[src/rtl/multi_clock_divider.sv]
// Multi-channel runtime-programmable clock divider: square-wave enable plus period strobe per channel.
// Optional divisor readback port enabled by defining MULTI_CLOCK_DIVIDER_RDBACK_EN.
module multi_clock_divider #(
  parameter int unsigned NCH         = 4,
  parameter int unsigned DIV_W       = 32,
  parameter int unsigned CH_W        = 2,
  parameter int unsigned DEFAULT_DIV = 50000
) (
  input  logic             clk_50mhz,
  input  logic             rst,
  input  logic             cfg_we,
  input  logic [CH_W-1:0]  cfg_ch,
  input  logic [DIV_W-1:0] cfg_div,
  input  logic             sync_restart,
`ifdef MULTI_CLOCK_DIVIDER_RDBACK_EN
  input  logic [CH_W-1:0]  rd_ch,
  output logic [DIV_W-1:0] rd_div,
`endif
  output logic [NCH-1:0]   clk_out,
  output logic [NCH-1:0]   tick,
  output logic [NCH-1:0]   cfg_pending
);

  logic [DIV_W-1:0] cnt_q   [NCH];
  logic [DIV_W-1:0] cnt_d   [NCH];
  logic [DIV_W-1:0] act_q   [NCH];
  logic [DIV_W-1:0] act_d   [NCH];
  logic [DIV_W-1:0] pval_q  [NCH];
  logic [DIV_W-1:0] pval_d  [NCH];
  logic [DIV_W-1:0] applied [NCH];
  logic [NCH-1:0]   pend_d;
  logic [NCH-1:0]   clk_d;
  logic [NCH-1:0]   tick_d;
  logic [NCH-1:0]   wr_hit;
  logic [NCH-1:0]   boundary;

  // Next-state per channel; a disabled channel treats every cycle as a period boundary
  always_comb begin
    pend_d   = cfg_pending;
    clk_d    = '0;
    tick_d   = '0;
    wr_hit   = '0;
    boundary = '0;
    for (int i = 0; i < NCH; i++) begin
      cnt_d[i]    = cnt_q[i] + DIV_W'(1);
      act_d[i]    = act_q[i];
      pval_d[i]   = pval_q[i];
      wr_hit[i]   = cfg_we && (cfg_ch == CH_W'(i));
      applied[i]  = wr_hit[i] ? cfg_div : (cfg_pending[i] ? pval_q[i] : act_q[i]);
      boundary[i] = sync_restart || (act_q[i] < DIV_W'(2)) ||
                    (cnt_q[i] == act_q[i] - DIV_W'(1));
      if (boundary[i]) begin
        cnt_d[i]  = '0;
        act_d[i]  = applied[i];
        pend_d[i] = 1'b0;
      end else if (wr_hit[i]) begin
        pend_d[i] = 1'b1;
        pval_d[i] = cfg_div;
      end
      // Outputs derived from the next count/divisor so they stay aligned with cnt
      if (act_d[i] >= DIV_W'(2)) begin
        clk_d[i]  = (cnt_d[i] >= (act_d[i] >> 1));
        tick_d[i] = (cnt_d[i] == act_d[i] - DIV_W'(1));
      end
    end
  end

  always_ff @(posedge clk_50mhz) begin
    if (!rst) begin
      for (int i = 0; i < NCH; i++) begin
        cnt_q[i]  <= '0;
        act_q[i]  <= DIV_W'(DEFAULT_DIV);
        pval_q[i] <= '0;
      end
      clk_out     <= '0;
      tick        <= '0;
      cfg_pending <= '0;
    end else begin
      for (int i = 0; i < NCH; i++) begin
        cnt_q[i]  <= cnt_d[i];
        act_q[i]  <= act_d[i];
        pval_q[i] <= pval_d[i];
      end
      clk_out     <= clk_d;
      tick        <= tick_d;
      cfg_pending <= pend_d;
    end
  end

`ifdef MULTI_CLOCK_DIVIDER_RDBACK_EN
  logic [DIV_W-1:0] rd_sel;

  // Out-of-range channel selects read back as zero
  always_comb begin
    rd_sel = '0;
    for (int i = 0; i < NCH; i++) begin
      if (rd_ch == CH_W'(i)) rd_sel = act_q[i];
    end
  end

  always_ff @(posedge clk_50mhz) begin
    if (!rst) rd_div <= '0;
    else      rd_div <= rd_sel;
  end
`endif

endmodule

[config.mk]
export PLATFORM = sky130hd
export DESIGN_NAME = multi_clock_divider
export DESIGN_NICKNAME = d
export VERILOG_FILES = /design/src/rtl/multi_clock_divider.sv
export SDC_FILE = /design/constraint.sdc
export NUM_CORES = 2
export LEC_CHECK = 0
export ABC_AREA = 1
export ABC_CLOCK_PERIOD_IN_PS = 10200
export CAP_MARGIN = 10
export CORE_MARGIN = 5
export CORE_UTILIZATION = 50
export CTS_CLUSTER_DIAMETER = 30
export DETAILED_ROUTE_END_ITERATION = 8
export GPL_ROUTABILITY_DRIVEN = 0
export PLACE_DENSITY_LB_ADDON = 0.12
export SYNTH_ARGS = -nofsm -noshare
export SYNTH_HDL_FRONTEND = slang
export SYNTH_SLANG_ARGS = --single-unit
[constraint.sdc]
create_clock -name clk_50mhz -period 10.2 [get_ports clk_50mhz]
set_input_delay 1.02 -clock clk_50mhz [delete_from_list [all_inputs] [get_ports clk_50mhz]]
set_output_delay 1.02 -clock clk_50mhz [all_outputs]
set_load 0.01 [all_outputs]
After elaboration in Yosys (flattened, before gate mapping)
Memory sizes are Yosys's and may differ from the RTL's.
Cells that the tools add are included.
{"block": "totals", "register_bits": 12, "mem_bits_rw": 384, "inputBits": 38, "output_inout_bits": 12, "elab_cells": 122, "mem_count": 3}
{"block": "op_classes", "n_addsub": 12, "magnitude_cmp": 12, "eq_ne": 11, "muxes": 38, "n_bitwise": 13, "n_reduce_logical": 21}
{"name": "act_q", "words": 4, "width": 32, "rd": 4, "rd_ports_with_merged_regs": 0, "wr": 4, "line_no": "26", "rtl": "logic [DIV_W-1:0] act_q [NCH];"}
{"name": "cnt_q", "words": 4, "width": 32, "rd": 4, "rd_ports_with_merged_regs": 0, "wr": 4, "line_no": "24", "rtl": "logic [DIV_W-1:0] cnt_q [NCH];"}
{"name": "pval_q", "words": 4, "width": 32, "rd": 4, "rd_ports_with_merged_regs": 0, "wr": 4, "line_no": "28", "rtl": "logic [DIV_W-1:0] pval_q [NCH];"}
{"operator": "$mux W32", "count": 36}
{"operator": "$eq A32 B32 Y1", "count": 8}
{"operator": "$sub A32 B1 Y32 const B", "count": 8}
{"operator": "$add A32 B1 Y32 const B", "count": 4}
{"operator": "$ge A32 B2 Y1 const B", "count": 4}
{"operator": "$ge A32 B31 Y1", "count": 4}
{"operator": "$lt A32 B2 Y1 const B", "count": 4}
{"operator": "$or A1 B1 Y1", "count": 12}
{"operator": "$logic_or A1 B1 Y1", "count": 8}
{"operator": "$reduce_and A2 Y1", "count": 4}
{"operator": "$reduce_or A2 Y1", "count": 4}
{"operator": "$eq A2 B2 Y1 const B", "count": 2}
{"operator": "$logic_and A1 B1 Y1", "count": 4}
{"operator": "$eq A2 B1 Y1 const B", "count": 1}
{"operator": "$logic_not A2 Y1", "count": 1}
{"operator": "$mux W1", "count": 2}
{"operator": "$not A1 Y1", "count": 1}

Longest topological paths before layout
{"block": "logic_depth", "depth_word": 6, "mapped_depth": 39, "mapped_depth_nobuf": 37}

Least setup slack after synthesis
Ideal clock, no wire load.
{"block": "synth_path", "path_type": "reg2reg", "from": "mem act_q[2][0]", "to": "reg clk_out[2]", "setup_time_ps": 114, "arrival_ps": 4171, "required_ps": 10086, "setup_slack_ps": 5916, "stages_incl_launch_ff": 38, "path_buffers": 5, "synth_period_minus_slack_ps": 4284, "cell_sequence": "dfxtp_1 > inv_2 > ha_1 > nand3_2 > nor2_1 > nand2_1 > nor2_1 > inv_1 > nand2_1 > nand3_1 > nand2_1 > nor2_1 > nand2_1 > nor2_2 > nand2_2 > nand2_2 > buf_6 > buf_6 > [2 not listed] > buf_2 > or2_2 > ha_1 > inv_1 > nand2_1 > a21oi_1 > o21a_1 > o2111ai_1 > nand4_1 > nand3_1 > nand4_1 > inv_1 > o21ai_0 > a31oi_1 > o211ai_1 > nand2_1 > a21oi_1 > nor2_1"}
{"item": "start: declaration", "line_no": "26"}
{"item": "end signal: assignment", "line_no": "84", "rtl": "clk_out <= clk_d;"}
{"item": "end: declaration", "line_no": "19", "rtl": "output logic [NCH-1:0] clk_out,"}

==> impl_metrics.yaml <==
worst_setup_path:
  path_class: "reg -> reg"
  crit_fanout: 76
  crit_path_frequent_cell: "nand2_1"
  r2r_setup_slack_ns: 4.32
  crit_path_end_kind: "flop"
  regToRegEndpoint: "clk_out[3]"
  critPathRequiredTime_ns: 10.74
  arrival_ns: 6.43
  rr_worst_depth: 37
  r2r-start: "act_q[3][0]"
  slowest_stage: "buf_4"
  cp-start-kind: "flop"
  slowest_delay_ns: 0.68
route:
  drt-total-wl_microns: 134000
  vias: 39900
  via_per_inst: 5.59
  drt_iter0_drc: 4820
  drtPass1Iterations: 7
  antenna_left: 0
  routedWlPerCell_microns: 18.8
  drc_errors: 0
sta:
  timing.final.crit_period_ns: 5.88
  grt_setup_unrepaired: "false"
  final.setup.tns_ns: 0
  worst_slew_pin_slew_ns: 1.22
  skew_ns: 0.0234
  fmax_mhz: 170
  fin_crit_sh_pct: 57.7
  slew_headroom_pct: 18.8
  slew_violations: 0
  hold_viol: 0
  setup_viol: 0
worst_hold_path:
  worstHoldEndpoint: "pval_q[1][25]"
  hold_start: "pval_q[1][25]"
  hp-class: "reg -> reg"
  worstHoldPathCells: 2
yosys:
  synth_cell_types: 54
  yosysTopAreaCell: "dfxtp_1"
  synth_edf_count: 0
  synth.top_cell.area_share_pct: 22.6
  ys_top_cells_by_count: "1846 x nand2_1, 942 x nor2_1, 713 x inv_1"
  syn_inst: 6100
  syn_nets: 6278
  netlist_area_sq_um: 35000
  ys_seq_elements: 396
  ys_top_cells_by_area: "dfxtp_1 23%, nand2_1 20%, nor2_1 10%"
  yosysWarnings: 0
  synth_most_common_cell: "nand2_1"
  syn_avg_cell_area_sq_um: 5.74
  synth-main-ff-cell: "dfxtp_1"
  synthArstFlopShare_pct: 0
  seq_area_frac_synth_pct: 22.6
power:
  power_density_nw_per_um2: 161
  vdd_drop_max_uv: 135
  comb_power_share_pct: 15.5
  p_seq_share_pct: 25.7
  clkPwrFrac_pct: 58.9
  switching_share_pct: 29.8
  p_switching_uw: 1920
  internal_power_uw: 4530
  p_leak_uw: 0.0186
clock_tree:
  clockBufferDepth: 3
  cts_made_buffers: 113
  root_buffer: "clkbuf_16"
  clk_pin_slew_ns: 0.05
  post_cts_buffers: 0
  insertion_delay_ns: 0.67
  cts_resized: 0
  clkSinkCount: 396
  htreeDepth: 3
  cts_tree: "yes"
  hold_buffers: 0
global_route:
  top_usage_layer: "met2"
  grt_max_degree: 98
  met1_usage_pct: 45.1
  grt_usage_pct: 34.3
  first_global_vias: 36600
  use_met2_pct: 54.1
  antenna_found_initial: 5
  grt.overflow.total: 0
  grt_pass1_wl_microns: 205000
  met3_usage_pct: 6.58
floorplan:
  rows: 97
  dieArea_sq_um: 75500
  coreArea_sq_um: 69800
  initial_core_util_pct: 50.2
  die_h_microns: 275
  ioPinCount: 50
  dieWidth_microns: 275
final_layout:
  stdcell_area_sq_um: 40200
  num-fill-cells: 7127
  final_layout_size_suffix_gt1_share_pct: 7.05
  fin_nets: 6276
  synthToLayoutAreaGrowth_pct: 14.7
job:
  maxCapViolations: 0
placed_design:
  io_buffers: 49
  hpwl_microns: 102000
  dpl_cell_area_sq_um: 36100
outcome:
  status: "completed"
## flip-flops by register name (all words and copies together) (netlist names)
register     cells
tick             4
clk_out          4
pval_q         128
cnt_q          128
act_q          128
cfg_pending      4
## layer usage
metal,share of wire [%],wire length [microns]
met5,0.020,27
met4,5.3,7060
met3,10,13600
met2,43,58000
met1,41,55700
## cell usage in the layout (no fill, tap or decap), types with 4 or more instances in the layout
master and instances:
nand2_1 1846, nor2_1 941, inv_1 712, nand3_1 594, dfxtp_1 394, o21ai_0 262, a21oi_1 194, xor2_1 154
ha_1 140, clkbuf_16 113, nand4_1 81, nor3_1 79, o211ai_1 73, xnor2_1 71, nand2_2 57, clkdlybuf4s50_1 48
nand3b_1 45, nor2_2 40, buf_4 34, o21ai_1 25, nor4_1 23, clkinv_2 23, bufinv_16 21, or2_2 20
clkinvlp_4 20, nor2_4 19, o21ai_2 18, inv_2 17, a211oi_1 15, clkbuf_8 14, o21bai_1 13, clkbuf_1 9
and2_1 8, clkinv_4 8, nand2_4 7, xnor3_1 7, nor3_2 5, nand3_2 4
## layout make-up
type	count	area [sq um]	area share (%)
antenna	1	2.50	0.00622
clock buffer	136	3050	7.60
clock inverter	78	1040	2.60
inverter	733	2760	6.86
multi-input combinational	4769	23500	58.3
sequential	396	7930	19.7
tap	940	1180	2.93
timing repair buffer	85	783	1.95
## critical path, delay by kind of cell, from the launching register on
kind	cells	cell delay [ns]
fa+ha+maj	2	0.52
flops	1	0.40
buf+inv	6	1.32
simple gates	18	2.10
compound gates	11	1.37
## power groups by stage
stage	logic [uW]	clock network [uW]	registers, uW
after global placement	959	0	1680
after floorplan	682	0	1660
after CTS	972	3820	1650
after global routing	1100	3920	1660
after detailed placement	965	0	1680
final	1000	3800	1660
## stage by stage
| step | hold slack [ns] | total power, uW | std cells | setup WS [ns] | util (%) |
|---|---|---|---|---|---|
| detailed placement | 0.452 | 2650 | 6921 | 4.26 | 51.7 |
| CTS | 0.459 | 6440 | 7135 | 4.37 | 57.5 |
| finish | 0.460 | 6460 | 7138 | 4.32 | 57.6 |
| global route | 0.475 | 6670 | 7137 | 3.75 | 57.6 |
| global placement | 0.450 | 2640 | 6921 | 4.28 | 51.7 |
| floorplan | 0.439 | 2340 | 6100 | 5.92 | - |
## cell families (layout without fill, tap and decap cells)
kind of cell             Yosys count  in the layout  synth area share (%)
AO/OA/AOI/OAI                    622            622                  9.98
buffers and inverters            935           1032                  10.6
XOR/XNOR                         233            233                  6.14
AND/OR/NAND/NOR                 3774           3774                  45.7
other                              0              1                     0
flip-flops                       396            396                  22.6
adder cells (fa/ha/maj)          140            140                  5.00
## worst max path at each step
stage / start / end / slack [ns] / cells after the start
5_1_grt: act_q[3][1] / clk_out[3] / 3.75 / 37
2_1_floorplan: act_q[2][0] / clk_out[2] / 5.92 / 37
4_1_cts: act_q[3][0] / clk_out[3] / 4.37 / 37
6_report: act_q[3][0] / clk_out[3] / 4.32 / 37
3_3_place_gp: sync_restart / clk_out[1] / 4.28 / 23
3_5_place_dp: sync_restart / clk_out[1] / 4.26 / 23
Power figures use the tool's default switching activity.
